===== src/rtl/quad_enc_decoder.sv =====
// Quadrature A/B/Z receive decoder: 2-flop sync, per-channel glitch filter, 4x decode, wrapping position.
// Optional velocity gate (signed counts per P_VEL_WIN clocks) is built only with QENC_VEL_EN defined.
module quad_enc_decoder #(
  parameter int P_CPR      = 3600,
  parameter int P_POS_W    = 12,
  parameter int P_FILT_LEN = 4,
  parameter int P_VEL_WIN  = 100000
) (
  input  logic               I_CLK_100MHZ,
  input  logic               I_RST,
  input  logic               I_ENC_A,
  input  logic               I_ENC_B,
  input  logic               I_ENC_Z,
  input  logic               I_POS_CLR,
  input  logic               I_ERR_CLR,
  output logic [P_POS_W-1:0] O_POS,
  output logic               O_DIR,
  output logic               O_STEP,
  output logic               O_ERR,
  output logic               O_IDX_SEEN,
  output logic [P_POS_W-1:0] O_IDX_POS
`ifdef QENC_VEL_EN
  ,
  output logic signed [P_POS_W+3:0] O_VEL
`endif
);

  typedef enum logic [1:0] {AB00 = 2'b00, AB01 = 2'b01, AB10 = 2'b10, AB11 = 2'b11} ab_t;

  localparam logic [3:0]         FILT_MAX = 4'(P_FILT_LEN - 1);
  localparam logic [P_POS_W-1:0] CPR_MAX  = P_POS_W'(P_CPR - 1);

  if (((1 << P_POS_W) < P_CPR) || (P_FILT_LEN < 1) || (P_FILT_LEN > 15) || (P_VEL_WIN < 1)) begin : g_bad_cfg
    $error("quad_enc_decoder: illegal parameter combination");
  end

  // Channel bit order: [0]=A, [1]=B, [2]=Z
  logic [2:0]      sync1_q, sync2_q, filt_q;
  logic [2:0][3:0] fcnt_q;
  logic            z_prev_q;

  always_ff @(posedge I_CLK_100MHZ) begin
    if (I_RST) begin
      sync1_q <= '0;
      sync2_q <= '0;
      filt_q  <= '0;
      fcnt_q  <= '0;
    end else begin
      sync1_q <= {I_ENC_Z, I_ENC_B, I_ENC_A};
      sync2_q <= sync1_q;
      for (int ch = 0; ch < 3; ch++) begin
        if (sync2_q[ch] == filt_q[ch]) begin
          fcnt_q[ch] <= '0;
        end else if (fcnt_q[ch] == FILT_MAX) begin
          filt_q[ch] <= sync2_q[ch];
          fcnt_q[ch] <= '0;
        end else begin
          fcnt_q[ch] <= fcnt_q[ch] + 4'd1;
        end
      end
    end
  end

  ab_t                state_q, state_d, ab_in;
  logic               inc, dec, illegal, z_rise;
  logic [P_POS_W-1:0] pos_q, pos_d, idx_pos_q, idx_pos_d;
  logic               dir_q, dir_d, step_q, step_d, err_q, err_d, idx_seen_q, idx_seen_d;

  assign ab_in  = ab_t'({filt_q[0], filt_q[1]});
  assign z_rise = filt_q[2] & ~z_prev_q;

  always_ff @(posedge I_CLK_100MHZ) begin
    if (I_RST) begin
      state_q    <= AB00;
      z_prev_q   <= 1'b0;
      pos_q      <= '0;
      dir_q      <= 1'b0;
      step_q     <= 1'b0;
      err_q      <= 1'b0;
      idx_seen_q <= 1'b0;
      idx_pos_q  <= '0;
    end else begin
      state_q    <= state_d;
      z_prev_q   <= filt_q[2];
      pos_q      <= pos_d;
      dir_q      <= dir_d;
      step_q     <= step_d;
      err_q      <= err_d;
      idx_seen_q <= idx_seen_d;
      idx_pos_q  <= idx_pos_d;
    end
  end

  always_comb begin
    state_d    = ab_in;
    inc        = 1'b0;
    dec        = 1'b0;
    pos_d      = pos_q;
    dir_d      = dir_q;
    step_d     = 1'b0;
    err_d      = err_q;
    idx_seen_d = idx_seen_q;
    idx_pos_d  = idx_pos_q;
    unique case (state_q)
      AB00: begin inc = (ab_in == AB10); dec = (ab_in == AB01); end
      AB10: begin inc = (ab_in == AB11); dec = (ab_in == AB00); end
      AB11: begin inc = (ab_in == AB01); dec = (ab_in == AB10); end
      AB01: begin inc = (ab_in == AB00); dec = (ab_in == AB11); end
      default: ;
    endcase
    illegal = ((state_q ^ ab_in) == 2'b11);
    // A clear drops any concurrent step entirely, including its direction
    if (I_POS_CLR) begin
      pos_d = '0;
    end else if (inc) begin
      pos_d  = (pos_q == CPR_MAX) ? '0 : pos_q + 1'b1;
      dir_d  = 1'b1;
      step_d = 1'b1;
    end else if (dec) begin
      pos_d  = (pos_q == '0) ? CPR_MAX : pos_q - 1'b1;
      dir_d  = 1'b0;
      step_d = 1'b1;
    end
    if (illegal)        err_d = 1'b1;
    else if (I_ERR_CLR) err_d = 1'b0;
    if (z_rise) begin
      idx_pos_d  = pos_d;
      idx_seen_d = 1'b1;
    end
  end

  assign O_POS      = pos_q;
  assign O_DIR      = dir_q;
  assign O_STEP     = step_q;
  assign O_ERR      = err_q;
  assign O_IDX_SEEN = idx_seen_q;
  assign O_IDX_POS  = idx_pos_q;

`ifdef QENC_VEL_EN
  localparam int                   VW       = P_POS_W + 4;
  localparam int                   GW       = (P_VEL_WIN > 1) ? $clog2(P_VEL_WIN) : 1;
  localparam logic [GW-1:0]        GATE_END = GW'(P_VEL_WIN - 1);
  localparam logic signed [VW-1:0] V_ONE    = VW'(1);
  localparam logic signed [VW-1:0] V_MAX    = {1'b0, {(VW-1){1'b1}}};
  localparam logic signed [VW-1:0] V_MIN    = {1'b1, {(VW-1){1'b0}}};

  logic [GW-1:0]        gate_q, gate_d;
  logic signed [VW-1:0] acc_q, acc_d, vel_q, vel_d;

  always_ff @(posedge I_CLK_100MHZ) begin
    if (I_RST) begin
      gate_q <= '0;
      acc_q  <= '0;
      vel_q  <= '0;
    end else begin
      gate_q <= gate_d;
      acc_q  <= acc_d;
      vel_q  <= vel_d;
    end
  end

  always_comb begin
    gate_d = gate_q + 1'b1;
    acc_d  = acc_q;
    vel_d  = vel_q;
    if (step_d && dir_d && (acc_q != V_MAX))  acc_d = acc_q + V_ONE;
    if (step_d && !dir_d && (acc_q != V_MIN)) acc_d = acc_q - V_ONE;
    // Window end: publish, then restart counting from this cycle's step
    if (gate_q == GATE_END) begin
      gate_d = '0;
      vel_d  = acc_q;
      acc_d  = !step_d ? '0 : (dir_d ? V_ONE : -V_ONE);
    end
  end

  assign O_VEL = vel_q;
`endif

endmodule


===== config.mk =====
export PLATFORM = sky130hd
export DESIGN_NAME = quad_enc_decoder
export DESIGN_NICKNAME = d
export VERILOG_FILES = /design/src/rtl/quad_enc_decoder.sv
export SDC_FILE = /design/constraint.sdc
export NUM_CORES = 1
export LEC_CHECK = 0
export CORE_MARGIN = 1
export CORE_UTILIZATION = 54
export CTS_CLUSTER_SIZE = 25
export DETAILED_ROUTE_END_ITERATION = 8
export HOLD_SLACK_MARGIN = 0.1
export PLACE_DENSITY = 0.79
export RECOVER_POWER = 25
export REMOVE_ABC_BUFFERS = 1
export SLEW_MARGIN = 20
export SYNTH_ARGS = -nofsm -noshare
export SYNTH_HDL_FRONTEND = slang
export SYNTH_SLANG_ARGS = --single-unit

===== constraint.sdc =====
create_clock -name I_CLK_100MHZ -period 2.9 [get_ports I_CLK_100MHZ]
set_clock_uncertainty 0.15 [all_clocks]
set_input_delay 0.58 -clock I_CLK_100MHZ [delete_from_list [all_inputs] [get_ports I_CLK_100MHZ]]
set_output_delay 0.58 -clock I_CLK_100MHZ [all_outputs]
set_load 0.03 [all_outputs]

==> results of run 1 <==
[kinds of logic (layout without fill, tap and decap cells)]
group,Yosys count,in the layout,synth area share [%]
AND/OR/NAND/NOR,121,121,26.1
AO/OA/AOI/OAI,52,52,14.9
flip-flops,52,52,42.7
buffers and inverters,24,51,4.15
XOR/XNOR,22,22,7.90
adder cells (fa/ha/maj),6,6,3.08
multiplexers,3,3,1.23
[critical path, delay by kind of cell]
kind | cells | cell delay (ns)
AOI/OAI and AO/OA | 1 | 0.10
buffers and inverters | 2 | 1.40
and+or+nand+nor | 2 | 0.50
[power by group]
part           switching, uW  leakage [uW]  total, uW  internal (uW)
clock                    219     0.0000503        431            213
sequential              2.41      0.000420        721            718
combinational           15.4      0.000580       29.2           13.8
[cells in the mapped netlist (all sizes together), types with 3 or more instances]
library cell	instances
inv	8
a22o	5
or4	3
ha	6
a211oi	4
nand2b	9
nor2b	12
nor4	6
or3	6
a21oi	12
o21ai	12
clkbuf	12
dfxtp	52
o311ai	3
nand3	8
xnor2	10
xor2	12
nand4	5
o22ai	3
mux2i	3
or2	4
nor3	10
nor3b	3
nor2	36
buf	4
nand2	15
[metrics by stage]
step,total power (uW),std cells,setup WS [ns]
2_1_floorplan,749,264,0.533
3_3_place_gp,767,352,0.505
3_5_place_dp,768,352,0.479
4_1_cts,1190,359,0.460
5_1_grt,1230,359,0.153
6_report,1180,359,0.332
[routing by layer]
metal | track usage [%] | share of wire, % | up-vias
met1 | 29.2 | 48 | 975
li1 | - | - | 1028
met2 | 38.2 | 48 | 56
met3 | 4.36 | 3.6 | 4
met4 | 5.90 | 0.69 | 0
met5 | 0 | 0 | -
[state kept, by name, indices dropped and copies added (netlist names)]
register	cells
state_q	2
O_POS	12
sync1_q	3
O_IDX_POS	12
fcnt_q	12
O_STEP	1
O_IDX_SEEN	1
sync2_q	3
filt_q	3
O_DIR	1
O_ERR	1
z_prev_q	1
[worst max path at each step]
stage	slack (ns)	endpoint
floorplan	0.53	O_IDX_POS[2]$_SDFFE_PP0P_
global placement	0.50	O_IDX_POS[11]$_SDFFE_PP0P_
detailed placement	0.48	O_IDX_POS[9]$_SDFFE_PP0P_
CTS	0.46	O_IDX_POS[2]$_SDFFE_PP0P_
global route	0.15	O_IDX_POS[8]$_SDFFE_PP0P_
finish	0.33	O_IDX_POS[3]$_SDFFE_PP0P_
[final cells by class]
cell class	count	area, um^2
Clock buffer	7	96.3
Fill cell	362	1470
Inverter	8	30.0
Multi-Input combinational cell	204	1300
Sequential cell	52	1040
Tap cell	52	65.1
Timing Repair Buffer	36	352
==> impl_metrics.yaml, run 1 <==
routing:
  viasPerCell: 5.75
  totalWireLength_mm: 5.19
  wl_per_cell_um: 14.5
  vias: 2063
  drtAntennaViolNets: 0
  drt-initial-drc-count: 133
  route.detailed.drc: 0
  drt_first_pass_iters: 4
critical_path:
  r2r-end: "O_IDX_POS[2]$_SDFFE_PP0P_"
  rrSetupSlack_ns: 0.43
  arrival_ns: 2.59
  cp_data_required_time_ns: 2.93
  r2r_cells: 6
  critPathMaxFanout: 28
  path_cells: "dlygate4sd3_1 -> clkbuf_1 -> nor2_1 -> nand2_1 -> o21ai_0"
  critPathMaxStageDelay_ns: 0.85
  r2r_start: "filt_q[0]$_SDFFE_PP0P_"
  slowest_stage: "clkbuf_1"
  startpoint: "I_RST"
  start_kind: "input port"
  worstSetupEndpointType: "register"
  path_class: "input port to register"
final_layout:
  diodes: 0
  nets: 320
  final_core_util_pct: 66.2
  final_common_cell: "dfxtp_1"
  drive_gt1_share_pct: 5.21
  final_cell_mix: "52 x dfxtp_1, 36 x nor2_1, 33 x clkdlybuf4s50_1, 15 x nand2_1"
  synthToLayoutAreaGrowth_pct: 18.1
  stdcell_area_um2: 2880
timing:
  finalMaxSlewViolations: 0
  period_needed_ns: 2.57
  tns_ns: 0
  fmax_mhz: 389
  rsz0062_at_grt: "false"
  period_share_pct: 88.6
  worst-slew-pin-transition_ns: 1.15
  relSlewSlack_pct: 23.6
  setup_viol: 0
  hold_slack_ns: 0.292
  hold_violations: 0
global_route:
  grt_pass1_vias: 1874
  grt_first_pass_wirelength_mm: 8.68
  grt.total_usage_pct: 22.5
  grt-ovfl-total: 0
  grt_start_max_net_pins: 29
  antenna_found_initial: 0
synthesis:
  synth_edf_count: 0
  synth_cell_type_count: 46
  yosys_register_bits: 52
  syn_avg_cell_area_um2: 8.71
  ys.flop_type: "dfxtp_1"
  syn_area_um2: 2440
  async_reset_ff_share_pct: 0
  yosysTopAreaCell: "dfxtp_1"
  syn_inst: 280
  yosysSeqAreaShare_pct: 42.7
  yosysTopAreaCellShare_pct: 42.7
  yosys-top-cells-area: "dfxtp_1 43%, nor2_1 5.5%, xor2_1 4.3%"
  yosysWarnings: 0
clocking:
  cts_root_buffer: "clkbuf_8"
  cts_hold_buf: 0
  clockBufferDepth: 2
  htreeDepth: 2
  tritoncts: "built"
  cts_resized: 0
  postCtsSetupBuffers: 0
  clk_pin_slew_worst_paths_ns: 0.09
  worstSkewPairLatency_ns: 0.30
  cts_made_buffers: 5
  cts_sinks: 52
min_path:
  hp-class: "register to register"
  worstHoldPathCells: 1
  hold_end: "sync2_q[0]$_SDFF_PP0_"
  min-delay-start: "sync1_q[0]$_SDFF_PP0_"
die:
  start_util_pct: 56.0
  die_h_um: 69.2
  pin_count: 35
  rows: 24
  dieArea_um2: 4790
  core_um2: 4350
  die_x_um: 69.2
pwr:
  power.density_nw_per_um2: 410
  peakVddDrop_mv: 0.274
  p_leak_uw: 0.00105
status:
  outcome: "finished clean"
flow_run:
  max_cap_viol_count: 0
place:
  portBuffers: 34
  gp_congestion: 0.947
  hpwl_mm: 3.80
  place_area_um2: 2790
(Power assumes the default switching activity.)
==> inputs of run 2 (changes only) <==
--- a/config.mk
+++ b/config.mk
@@ -13,6 +13,7 @@
 export PLACE_DENSITY = 0.79
 export RECOVER_POWER = 25
 export REMOVE_ABC_BUFFERS = 1
+export SKIP_CTS_REPAIR_TIMING = 1
 export SLEW_MARGIN = 20
 export SYNTH_ARGS = -nofsm -noshare
 export SYNTH_HDL_FRONTEND = slang
==> results of run 2 <==
No change in the layout: final DEF, timing and power equal those of run 1.
==> inputs of run 3 (changes only) <==
--- a/config.mk
+++ b/config.mk
@@ -6,11 +6,12 @@
 export NUM_CORES = 1
 export LEC_CHECK = 0
 export CORE_MARGIN = 1
-export CORE_UTILIZATION = 54
+export CORE_UTILIZATION = 45
 export CTS_CLUSTER_SIZE = 25
 export DETAILED_ROUTE_END_ITERATION = 8
+export GPL_ROUTABILITY_DRIVEN = 1
 export HOLD_SLACK_MARGIN = 0.1
-export PLACE_DENSITY = 0.79
+export PLACE_DENSITY = 0.68
 export RECOVER_POWER = 25
 export REMOVE_ABC_BUFFERS = 1
 export SKIP_CTS_REPAIR_TIMING = 1
==> impl_metrics.yaml, run 3 (synthesis gave the netlist of run 1 again) <==
timing:
  period_share_pct: 85.9
  fmax_mhz: 402
  relSlewSlack_pct: 55.5
  hold_slack_ns: 0.292
  finalMaxSlewViolations: 0
  tns_ns: 0
  worst-slew-pin-transition_ns: 0.665
  setup_viol: 0
  hold_violations: 0
  rsz0062_at_grt: "false"
  period_needed_ns: 2.49
final_layout:
  drive_gt1_share_pct: 6.73
  final_core_util_pct: 56.7
  synthToLayoutAreaGrowth_pct: 20.2
  diodes: 0
  fillers: 469
  nets: 324
  final_cell_mix: "52 x dfxtp_1, 36 x nor2_1, 33 x clkdlybuf4s50_1, 15 x nand2_1"
  final_common_cell: "dfxtp_1"
routing:
  drt_first_pass_iters: 4
  viasPerCell: 5.38
  drtAntennaViolNets: 0
  route.detailed.drc: 0
  drt-initial-drc-count: 175
  vias: 2055
  wl_per_cell_um: 14.0
  totalWireLength_mm: 5.34
critical_path:
  arrival_ns: 2.54
  path_class: "register to register"
  r2r_cells: 6
  start_kind: "register"
  r2r_start: "O_POS[6]$_SDFF_PP0_"
  r2r-end: "O_IDX_POS[10]$_SDFFE_PP0P_"
  startpoint: "O_POS[6]$_SDFF_PP0_"
  cp-endpoint: "O_IDX_POS[10]$_SDFFE_PP0P_"
  rrSetupSlack_ns: 0.41
  worstSetupEndpointType: "register"
  critPathMaxFanout: 10
  cp_data_required_time_ns: 2.95
clocking:
  worstSkewPairLatency_ns: 0.30
  htreeDepth: 2
  clockBufferDepth: 2
  clk_pin_slew_worst_paths_ns: 0.09
  cts_made_buffers: 5
  cts_root_buffer: "clkbuf_8"
  cts_sinks: 52
  tritoncts: "built"
global_route:
  grt.total_usage_pct: 20.6
  antenna_found_initial: 0
  grt_pass1_vias: 1852
  grt_start_max_net_pins: 29
  grt-ovfl-total: 0
  grt_first_pass_wirelength_mm: 8.67
die:
  dieArea_um2: 5720
  die_h_um: 75.6
  start_util_pct: 47.2
  core_um2: 5170
  pin_count: 35
  rows: 26
  die_x_um: 75.6
pwr:
  power.density_nw_per_um2: 400
  p_leak_uw: 0.00107
  peakVddDrop_mv: 0.259
flow_run:
  max_cap_viol_count: 0
place:
  portBuffers: 34
  gp_congestion: 0.903
  hpwl_mm: 3.86
status:
  outcome: "finished clean"
min_path:
  hp-class: "register to register"
run 3: changes by cell type in the layout (fill, tap and decap cells not counted):
| cell | change |
|---|---|
| clkinvlp_4 | +1 |
| or2_2 | +1 |
| or2_0 | -1 |
| buf_4 | +4 |
| clkbuf_8 | -1 |
| clkbuf_1 | +1 |
run 3: worst max-delay path: stages, from the launching register on:
cell       delay, ns
dfxtp_1         0.41
or4_4           0.60
nor3_1          0.40
o21ai_0         0.22
a211oi_1        0.27
a2111oi_1       0.10
a22o_1          0.25
run 3: area by class of cell:
type                    instances  area [um^2]  share of cell area (%)
clock buffers                   7         86.3                    2.94
clock inverters                 1         7.51                   0.256
inverters                       8         30.0                    1.02
multi-input cells             204         1300                    44.3
flip-flops and latches         52         1040                    35.5
well taps                      70         87.6                    2.99
repair buffers                 40          382                    13.0
run 3: per-stage QoR:
stage	total power, uW	area [um^2]	worst slack, ns	cells
2_1_floorplan	749	2370	0.533	264
3_3_place_gp	771	2840	0.504	374
3_5_place_dp	772	2840	0.487	374
4_1_cts	1200	2940	0.482	382
5_1_grt	1220	2930	0.307	382
6_report	1170	2930	0.410	382
run 3: routing by layer:
metal,share of wire (%),track usage [%]
met5,0,0
met1,47,26.0
met4,1.5,9.05
met2,47,33.8
met3,4.5,4.50
run 3: power breakdown:
part | switching (uW) | total (uW) | internal (uW)
Clock | 225 | 419 | 194
Combinational | 17.2 | 32.8 | 15.6
Sequential | 2.35 | 721 | 718
run 3: how the worst min path moves through the flow:
stage	startpoint	endpoint	slack (ns)	cells after the start
6_report	sync1_q[0]$_SDFF_PP0_	sync2_q[0]$_SDFF_PP0_	0.29	1
5_1_grt	sync1_q[0]$_SDFF_PP0_	sync2_q[0]$_SDFF_PP0_	0.31	1
4_1_cts	sync1_q[0]$_SDFF_PP0_	sync2_q[0]$_SDFF_PP0_	0.29	1
3_5_place_dp	sync1_q[0]$_SDFF_PP0_	sync2_q[0]$_SDFF_PP0_	0.27	1
3_3_place_gp	sync1_q[0]$_SDFF_PP0_	sync2_q[0]$_SDFF_PP0_	0.27	1
2_1_floorplan	sync1_q[0]$_SDFF_PP0_	sync2_q[0]$_SDFF_PP0_	0.26	1
